==> src/rtl/fetch_pkg.sv <==
// Shared types and constants for the instruction-fetch buffer.
package fetch_pkg;

    // One decoded-stage slot: the fetched word and the address it came from.
    typedef struct packed {
        logic [31:0] pc;
        logic [31:0] instr;
    } fetch_entry_t;

    // Value presented to decode when nothing valid is at the head (same as an IF/ID flush).
    localparam logic [31:0] FETCH_BUBBLE = 32'h0;

    // Sequential instruction stride.
    localparam logic [31:0] PC_STEP = 32'd4;

    // Instruction addresses are word aligned; low bits of a target are ignored.
    function automatic logic [31:0] word_align(input logic [31:0] addr);
        return {addr[31:2], 2'b00};
    endfunction

endpackage

==> src/rtl/fetch_buffer_sync_fifo.sv <==
// Small synchronous FIFO with a combinational head and a synchronous flush.
module sync_fifo
    import fetch_pkg::*;
#(
    parameter type T     = fetch_entry_t,
    parameter int  DEPTH = 4
) (
    input  logic                   clk,
    input  logic                   rst,
    input  logic                   clear,
    input  logic                   push,
    input  T                       push_data,
    input  logic                   pop,
    output T                       head,
    output logic                   full,
    output logic                   empty,
    output logic [$clog2(DEPTH):0] count
);

    localparam int AW = $clog2(DEPTH);
    localparam logic [AW:0] FULL_COUNT = (AW + 1)'(DEPTH);

    T              mem [DEPTH];
    logic [AW-1:0] wr_ptr;
    logic [AW-1:0] rd_ptr;

    // Pointer and occupancy bookkeeping; clear empties the FIFO in one cycle.
    always_ff @(posedge clk) begin
        if (rst || clear) begin
            wr_ptr <= '0;
            rd_ptr <= '0;
            count  <= '0;
        end else begin
            assert (!(pop && empty)) else $error("sync_fifo: pop while empty");
            if (push) wr_ptr <= wr_ptr + 1'b1;
            if (pop)  rd_ptr <= rd_ptr + 1'b1;
            case ({push, pop})
                2'b10:   count <= count + 1'b1;
                2'b01:   count <= count - 1'b1;
                default: count <= count;
            endcase
        end
    end

    // Entry storage; a push into a full FIFO is legal when the head pops in the same cycle.
    // NOTE: storage is deliberately not reset -- pointers and count alone decide which entries are live.
    always_ff @(posedge clk) begin
        if (push && !clear && !rst) mem[wr_ptr] <= push_data;
    end

    assign head  = mem[rd_ptr];
    assign full  = (count == FULL_COUNT);
    assign empty = (count == '0);

endmodule

==> src/rtl/fetch_buffer.sv <==
// Instruction-fetch stage: issues in-order word fetches under a credit limit,
// buffers returned words, and presents {pc, instr, pc+4} to decode. Redirects
// flush the buffer and discard responses to wrong-path requests.
module fetch_buffer
    import fetch_pkg::*;
#(
    parameter int          DEPTH    = 4,
    parameter logic [31:0] RESET_PC = 32'h0
) (
    input  logic        clk,
    input  logic        rst,
    input  logic        redirect_valid,
    input  logic [31:0] redirect_pc,
    input  logic        stall,
    output logic        imem_req_valid,
    input  logic        imem_req_ready,
    output logic [31:0] imem_req_addr,
    input  logic        imem_resp_valid,
    input  logic [31:0] imem_resp_data,
    output logic        out_valid,
    output logic [31:0] out_instr,
    output logic [31:0] out_pc,
    output logic [31:0] out_pc_plus_4
);

    localparam int          CW           = $clog2(DEPTH) + 1;
    localparam logic [CW:0] CREDIT_LIMIT = (CW + 1)'(DEPTH);

    logic [31:0]   fetch_pc;
    logic [31:0]   resp_pc;
    logic [CW-1:0] outstanding;
    logic [CW-1:0] drop;
    logic [CW-1:0] fifo_count;
    logic [CW:0]   in_use;
    logic [31:0]   redirect_target;
    logic          req_fire;
    logic          fifo_push;
    logic          fifo_pop;
    logic          fifo_full;
    logic          fifo_empty;
    fetch_entry_t  push_entry;
    fetch_entry_t  fifo_head;

    assign redirect_target = word_align(redirect_pc);

    // Buffered plus in-flight words may never exceed the FIFO size, so a response always has a slot.
    assign in_use         = {1'b0, fifo_count} + {1'b0, outstanding};
    assign imem_req_valid = !rst && !redirect_valid && (in_use < CREDIT_LIMIT);
    assign imem_req_addr  = fetch_pc;
    assign req_fire       = imem_req_valid && imem_req_ready;

    // A redirect discards the same-cycle response and blocks the pop; the FIFO is cleared anyway.
    assign fifo_push  = imem_resp_valid && !redirect_valid && (drop == '0);
    assign fifo_pop   = out_valid && !stall && !redirect_valid;
    assign push_entry = '{pc: resp_pc, instr: imem_resp_data};

    sync_fifo #(
        .T     (fetch_entry_t),
        .DEPTH (DEPTH)
    ) u_fifo (
        .clk       (clk),
        .rst       (rst),
        .clear     (redirect_valid),
        .push      (fifo_push),
        .push_data (push_entry),
        .pop       (fifo_pop),
        .head      (fifo_head),
        .full      (fifo_full),
        .empty     (fifo_empty),
        .count     (fifo_count)
    );

    // Fetch/response address tracking, in-flight count and wrong-path drop count.
    always_ff @(posedge clk) begin
        if (rst) begin
            fetch_pc    <= RESET_PC;
            resp_pc     <= RESET_PC;
            outstanding <= '0;
            drop        <= '0;
        end else begin
            assert (!(imem_resp_valid && outstanding == '0))
                else $error("fetch_buffer: response with nothing outstanding");
            assert (!(fifo_push && fifo_full && !fifo_pop))
                else $error("fetch_buffer: push into full FIFO");

            case ({req_fire, imem_resp_valid})
                2'b10:   outstanding <= outstanding + 1'b1;
                2'b01:   outstanding <= outstanding - 1'b1;
                default: outstanding <= outstanding;
            endcase

            if (redirect_valid) begin
                fetch_pc <= redirect_target;
                resp_pc  <= redirect_target;
                // Everything still in flight after this cycle's response belongs to the old path.
                drop     <= imem_resp_valid ? outstanding - 1'b1 : outstanding;
            end else begin
                if (req_fire) fetch_pc <= fetch_pc + PC_STEP;
                if (fifo_push)            resp_pc <= resp_pc + PC_STEP;
                else if (imem_resp_valid) drop    <= drop - 1'b1;
            end
        end
    end

    assign out_valid     = !fifo_empty;
    assign out_instr     = out_valid ? fifo_head.instr : FETCH_BUBBLE;
    assign out_pc        = out_valid ? fifo_head.pc : '0;
    assign out_pc_plus_4 = out_valid ? fifo_head.pc + PC_STEP : '0;

endmodule

==> config.mk <==
export PLATFORM = sky130hd
export DESIGN_NAME = fetch_buffer
export DESIGN_NICKNAME = d
export VERILOG_FILES = /design/src/rtl/fetch_pkg.sv /design/src/rtl/fetch_buffer_sync_fifo.sv /design/src/rtl/fetch_buffer.sv
export SDC_FILE = /design/constraint.sdc
export NUM_CORES = 1
export LEC_CHECK = 0
export ABC_AREA = 1
export BUFFER_PORTS_ARGS = -buffer_cell sky130_fd_sc_hd__buf_2
export CORE_AREA = 2 2 263 187
export CTS_BUF_LIST = sky130_fd_sc_hd__clkbuf_4 sky130_fd_sc_hd__clkbuf_8
export DETAILED_ROUTE_END_ITERATION = 10
export DIE_AREA = 0 0 265 189
export PLACE_DENSITY = 0.57
export SKIP_CTS_REPAIR_TIMING = 1
export SLEW_MARGIN = 20
export SYNTH_ARGS = -nofsm -noshare
export SYNTH_HDL_FRONTEND = slang
export SYNTH_SLANG_ARGS = --single-unit
==> constraint.sdc <==
create_clock -name clk -period 8.06 [get_ports clk]
set_clock_uncertainty 0.15 [all_clocks]
set_input_delay 1.612 -clock clk [delete_from_list [all_inputs] [get_ports clk]]
set_output_delay 1.612 -clock clk [all_outputs]
set_load 0.05 [all_outputs]
==> summary.txt, run 1 <==
Clock network
  • Clk sink count: 323
  • Clk_lat worst skew: 630 ps
  • CTS HTree Levels: 2
  • CTS Buf Count: 51
  • CTS clk-pin slew, worst paths: 60 ps
  • CTS max path bufs: 3
  • CTS tree: yes
  • CTS root buf: clkbuf_8

Timing
  • RSZ-0062 raised after global routing: false
  • Fin crit share: 0.710
  • Final setup fails: 0
  • Final slew viol count: 0
  • Actual slew at the worst max-slew pin: 1010 ps
  • TNS Setup: 0 ps
  • Post-route minimum period: 5730 ps
  • Final Hold Fails: 0
  • Worst slew margin: 0.328
  • FMAX: 0.175 GHz

Route
  • First drt pass iteration count: 6
  • Wire length on met2: 18.8 mm
  • Routed Antenna Nets: 0
  • Via count: 13500
  • Max Used Layer: met5
  • DRC violations left: 0
  • WL final: 46.1 mm
  • Routed wl met3: 3.59 mm
  • Mean number of vias per cell: 4.95
  • DRT iter0 DRCs: 1210
  • Met1 Wirelength: 23.2 mm
  • Drt wl/cell: 16.9 um

Die
  • Die H: 189 um
  • # IOs: 200
  • Core area: 47400 sq um
  • Die W: 265 um
  • Initial core utilization: 0.338
  • Die ar.: 50100 sq um
  • FP Rows: 67

Synth
  • Sequential area share after synthesis: 0.557
  • Top-count cell post-synth: nand2_1
  • Yosys top cell by area: edfxtp_1
  • Synth top area share: 0.464
  • Synth Area in Compound Gates: 0.0933
  • Synth Area in Adders: 0.0129
  • Commonest cells post-synth: 511 x nand2_1, 288 x nor2_1, 248 x edfxtp_1
  • Async set-or-reset flop fraction in the synthesized netlist: 0
  • Synth Flop Type: edfxtp_1
  • Synth Instances: 1899
  • Post-synthesis average cell area: 8.45 sq um
  • Post-Synth Simple-Gate Area: 0.263
  • XOR/XNOR Fraction of Synth Area: 0.00928
  • Mux cell area share after synthesis: 0
  • Largest family of logic cells by synthesized area: simple AND/OR/NAND/NOR gates
  • Synthesized flop and latch total: 323
  • EDFF count, synth: 248
  • Leading cell types by total area after synthesis: edfxtp_1 46%, nand2_1 12%, dfxtp_1 9.4%, nor2_1 6.7%, o21ai_0 4.6%
  • Post-synth cell types: 44
  • Synth warn: 0
  • Post-Syn Area: 16100 sq um

Finish
  • P&R area growth vs syn: 15.5%
  • Non-Filler Instances: 2729
  • Final layout net count: 2162
  • Diode count: 0
  • Share of cells above drive strength 1: 0.156

GRT
  • Largest net degree at the start of global routing: 73
  • All-Layer GR Usage: 0.181
  • Number of global-route vias before repair: 12400
  • Antenna violations before repair: 1
  • First-pass GRT wire length: 71.2 mm
  • Final global-route overflow total: 0

Setup path
  • Critical Path Source Type: register
  • Arr. time, crit path: 3960 ps
  • CP endpoint kind: primary output
  • Crit path kind: register to primary output
  • Critical path peak fanout: 51
  • Reg-to-reg startpoint: drop[1]
  • Critical Path RT: 6300 ps
  • Flop-to-flop setup slack: 4330 ps

Flow run
  • MaxCap Viol Count: 0

Power and ir drop
  • Pwr per Cell Area: 200 nW/um^2
  • Peak supply drop: 0.113 mV
  • Leak: 7.57 nW

Placed design
  • Port bufs: 191
  • Gpl congestion: 0.897
  • DP Cell Count: 2643
  • Dpl hpwl: 30.9 mm

Hold path
  • Min-Delay Path Class: register to register
  • Worst hold start: u_fifo.rd_ptr[0]

Run status
  • Status: finished clean
final timing paths:
check | endpoint | cells after the start
max | out_pc_plus_4[16] | 11
min | register | 1
max reg2reg | u_fifo.mem[3][63] | 9
min reg2reg | register | 1
through the flow:
| stage | total power, mW | hold slack (ps) | worst slack, ps | instance area (sq um) | util |
|---|---|---|---|---|---|
| after floorplan | 2.16 | 286 | 2450 | 16100 | - |
| after global routing | 3.86 | 347 | 1980 | 18500 | 0.391 |
| after CTS | 3.74 | 319 | 2160 | 18500 | 0.390 |
| after detailed placement | 2.28 | 303 | 2800 | 17500 | 0.368 |
| final | 3.71 | 317 | 2330 | 18500 | 0.391 |
| after global placement | 2.27 | 291 | 2780 | 17500 | 0.368 |
layout make-up:
| cell class | count | area [sq um] |
|---|---|---|
| tap | 621 | 777 |
| timing repair buffer | 203 | 1080 |
| multi-input combinational | 1348 | 6130 |
| clock buffer | 64 | 812 |
| sequential | 323 | 8950 |
| fill | 4799 | 28900 |
| clock inverter | 21 | 228 |
| inverter | 149 | 566 |
cell families (layout without fill, tap and decap cells):
group	after synthesis	after routing
flip-flops	323	323
adder cells (fa/ha/maj)	16	16
XOR/XNOR	17	17
other	1	6
AO/OA/AOI/OAI	288	288
AND/OR/NAND/NOR	1021	1021
buffers and inverters	233	437
sequential cells by signal (all words and copies together) (netlist names), named ones only:
name and cells:
drop 3, imem_req_addr 30, outstanding 3, resp_pc 30, u_fifo.count 3, u_fifo.mem 248
u_fifo.rd_ptr 2, u_fifo.wr_ptr 2
placed cells by master (no fill, tap or decap), types with 2 or more instances in the layout:
| cell type | n |
|---|---|
| edfxtp_1 | 248 |
| bufinv_16 | 4 |
| conb_1 | 6 |
| o21ai_0 | 148 |
| o22ai_1 | 5 |
| nand2_1 | 511 |
| clkbuf_4 | 11 |
| clkbuf_8 | 53 |
| buf_4 | 10 |
| nor2_4 | 10 |
| o211ai_1 | 6 |
| or2_2 | 3 |
| ha_1 | 15 |
| nor2_2 | 13 |
| inv_12 | 2 |
| nor3_2 | 2 |
| dfxtp_1 | 73 |
| inv_2 | 4 |
| clkinv_1 | 9 |
| a21oi_1 | 109 |
| clkinv_2 | 6 |
| xnor2_1 | 4 |
| xor2_1 | 13 |
| a31oi_1 | 12 |
| nand3_1 | 141 |
| buf_2 | 191 |
| nor3_1 | 25 |
| inv_1 | 143 |
| nand3b_1 | 3 |
| nand2_2 | 13 |
| nor2_1 | 284 |
| nand4_1 | 13 |
routing by layer:
metal | GRT usage | vias to the layer above
met1 | 0.280 | 6305
met2 | 0.260 | 494
met3 | 0.0362 | 49
met4 | 0.0335 | 2
li1 | - | 6663
met5 | 0 | -
power breakdown:
part	leakage, nW	internal [mW]	switching [mW]
Sequential	2.87	1.84	0.0506
Combinational	4.15	0.0897	0.270
Clock	0.543	0.793	0.669
Total	7.57	2.72	0.990
critical path: stages, from the launching register on:
cell	delay, ps
dfxtp_2	850
buf_4	610
o211ai_1	170
nand2_1	170
ha_1	230
nand3_1	100
nor2_2	170
nand2_2	140
nor2_2	240
o21ai_0	110
nor2_1	220
buf_2	310
Power figures use the tool's default switching activity.
==> inputs of run 2 (changes only) <==
--- a/config.mk
+++ b/config.mk
@@ -11,7 +11,7 @@
 export CTS_BUF_LIST = sky130_fd_sc_hd__clkbuf_4 sky130_fd_sc_hd__clkbuf_8
 export DETAILED_ROUTE_END_ITERATION = 10
 export DIE_AREA = 0 0 265 189
-export PLACE_DENSITY = 0.57
+export PLACE_DENSITY = 0.59
 export SKIP_CTS_REPAIR_TIMING = 1
 export SLEW_MARGIN = 20
 export SYNTH_ARGS = -nofsm -noshare
==> constraint.sdc (replaced) <==
create_clock -name clk -period 4.9 [get_ports clk]
set_clock_uncertainty 0.15 [all_clocks]
set_input_delay 0.98 -clock clk [delete_from_list [all_inputs] [get_ports clk]]
set_output_delay 0.98 -clock clk [all_outputs]
set_load 0.05 [all_outputs]
==> run 2 against run 1 <==
  * First-iteration DRC count down 1.4%
  * Setup slack worse by 2000 ps
  * Via count up 0.39%
  * Sequential share of layout area down 0.46 points
==> summary.txt, run 2 (synthesized netlist as in run 1, its figures left out) <==
Clock network
  • CTS HTree Levels: 2 (unchanged)
  • CTS root buf: clkbuf_8
  • Clk sink count: 323 (unchanged)
  • CTS tree: yes
  • CTS max path bufs: 3 (unchanged)
  • CTS clk-pin slew, worst paths: 60 ps (about the same)
  • CTS Buf Count: 53 (+3.9%)
  • Clk_lat worst skew: 620 ps (about the same)

Setup path
  • CP endpoint kind: primary output
  • Worst-path cell chain: inv_16 -> nand2_1 -> o211ai_1 -> nand2_1 -> ha_1 -> nand3_1 -> nor2_2 -> nand2_2 -> nor2_2 -> o21ai_0 -> nor2_1 -> buf_2
  • Critical Path RT: 3770 ps (-2530 ps)
  • Crit path kind: register to primary output
  • Critical path buffers and inverters: 2 (unchanged)
  • Critical Path Source Type: register
  • Reg-to-reg startpoint: drop[1]
  • CP delay by family, top: simple AND/OR/NAND/NOR gates
  • Critical path peak fanout: 83 (+63%)
  • Arr. time, crit path: 3470 ps (-490 ps)
  • Slowest-stage cell, CP: dfxtp_4
  • Worst path max stage delay: 590 ps (-260 ps)

Power and ir drop
  • Pwr per Cell Area: 325 nW/um^2 (+63%)
  • Peak supply drop: 0.188 mV (+66%)
  • Leak: 7.65 nW (+1.1%)

Route
  • Via count: 13600 (+0.39%)
  • First drt pass iteration count: 6 (unchanged)
  • Mean number of vias per cell: 4.94 (-0.23%)
  • WL final: 46.6 mm (+1.2%)
  • DRT iter0 DRCs: 1193 (-1.4%)
  • DRC violations left: 0 (unchanged)
  • Routed Antenna Nets: 0 (unchanged)
  • Drt wl/cell: 17.0 um (+0.53%)

Finish
  • Most frequent cells in the layout: 511 x nand2_1, 284 x nor2_1, 248 x edfxtp_1
  • Share of cells above drive strength 1: 0.163 (+0.00683)
  • Commonest non-fill, non-tap cell in the layout: nand2_1
  • Largest register FFs: 248 (unchanged)
  • Final layout net count: 2174 (+0.56%)
  • Biggest register: u_fifo.mem
  • Non-Filler Instances: 2746 (+0.62%)
  • P&R area growth vs syn: 16.6%
  • Final core occ: 0.395 (+0.00374)

GRT
  • Final global-route overflow total: 0 (unchanged)
  • Largest net degree at the start of global routing: 92 (+26%)
  • Antenna violations before repair: 0 (-1)
  • All-Layer GR Usage: 0.180 (-0.000809)
  • First-pass GRT wire length: 70.6 mm (-0.84%)
  • Number of global-route vias before repair: 12200 (-2.2%)

Timing
  • Final setup fails: 0 (unchanged)
  • Post-route minimum period: 4600 ps
  • Fin crit share: 0.939
  • FMAX: 0.217 GHz
  • Worst slew margin: 0.472 (+0.144)
  • Final slew viol count: 0 (unchanged)
  • Actual slew at the worst max-slew pin: 791 ps (-216 ps)
  • Final Hold Fails: 0 (unchanged)
  • RSZ-0062 raised after global routing: false

Hold path
  • Min-Delay Path Class: register to register
  • Worst hold start: u_fifo.rd_ptr[1]

Die
  • FP Rows: 67 (unchanged)
  • Core area: 47400 sq um (unchanged)
  • Die H: 189 um (unchanged)
  • # IOs: 200 (unchanged)
  • Initial core utilization: 0.338 (unchanged)
  • Die W: 265 um (unchanged)
  • Die ar.: 50100 sq um (unchanged)

Flow run
  • MaxCap Viol Count: 0 (unchanged)

Placed design
  • Gpl congestion: 0.918 (+2.3%)
  • Port bufs: 191 (unchanged)
  • Dpl hpwl: 31.6 mm (+2.2%)
  • DP Cell Count: 2654 (+0.42%)

Run status
  • Status: finished clean
run 2: cell types whose count changed in the layout (fill, tap and decap cells not counted), sizes merged:
cell | previous run | this run
buf | 203 | 213
clkinv | 16 | 11
clkbuf | 64 | 75
bufinv | 4 | 2
diode | 0 | 1
clkinvlp | 0 | 2
run 2: where the power goes:
part           internal (mW)  switching (mW)  leakage (nW)
clock network           1.30            1.08         0.553
logic                  0.152           0.445          4.23
registers               3.02          0.0867          2.87
run 2: final timing paths:
path | endpoint | slack, ps | cells past startpoint
hold / removal | register | 330 | 2
setup reg to reg | u_fifo.mem[3][51] | 1710 | 9
setup / recovery | out_pc_plus_4[16] | 300 | 12
hold reg to reg | register | 330 | 2
run 2: cell type report:
class	count	area (sq um)
fill	4763	28700
sequential	323	8950
multi-input combinational	1348	6130
timing repair buffer	213	1220
clock buffer	75	907
tap	621	777
inverter	149	577
clock inverter	16	154
antenna	1	2.50
run 2: per-layer routing:
metal  up-vias  share of wire  track usage
met5         -              0            0
met4         0          0.014       0.0385
met3        52          0.072       0.0289
met2       469           0.42        0.264
met1      6355           0.49        0.277
li1       6690              -            -
run 2: per-stage QoR:
step / cell area, sq um / hold WS [ps] / power, mW / setup TNS (ps) / worst slack, ps
after floorplan: 16100 / 286 / 3.55 / -18600 / -75.0
after global placement: 17600 / 295 / 3.75 / 0 / 593
after detailed placement: 17600 / 308 / 3.76 / 0 / 537
after CTS: 18700 / 322 / 6.14 / -116 / -115
after global routing: 18700 / 346 / 6.33 / 0 / 9.10
final: 18700 / 327 / 6.09 / 0 / 299
run 2: worst min-delay path, stage by stage, from the launching register on:
cell and delay (ps):
dfxtp_1 300, inv_1 60, a21oi_1 80
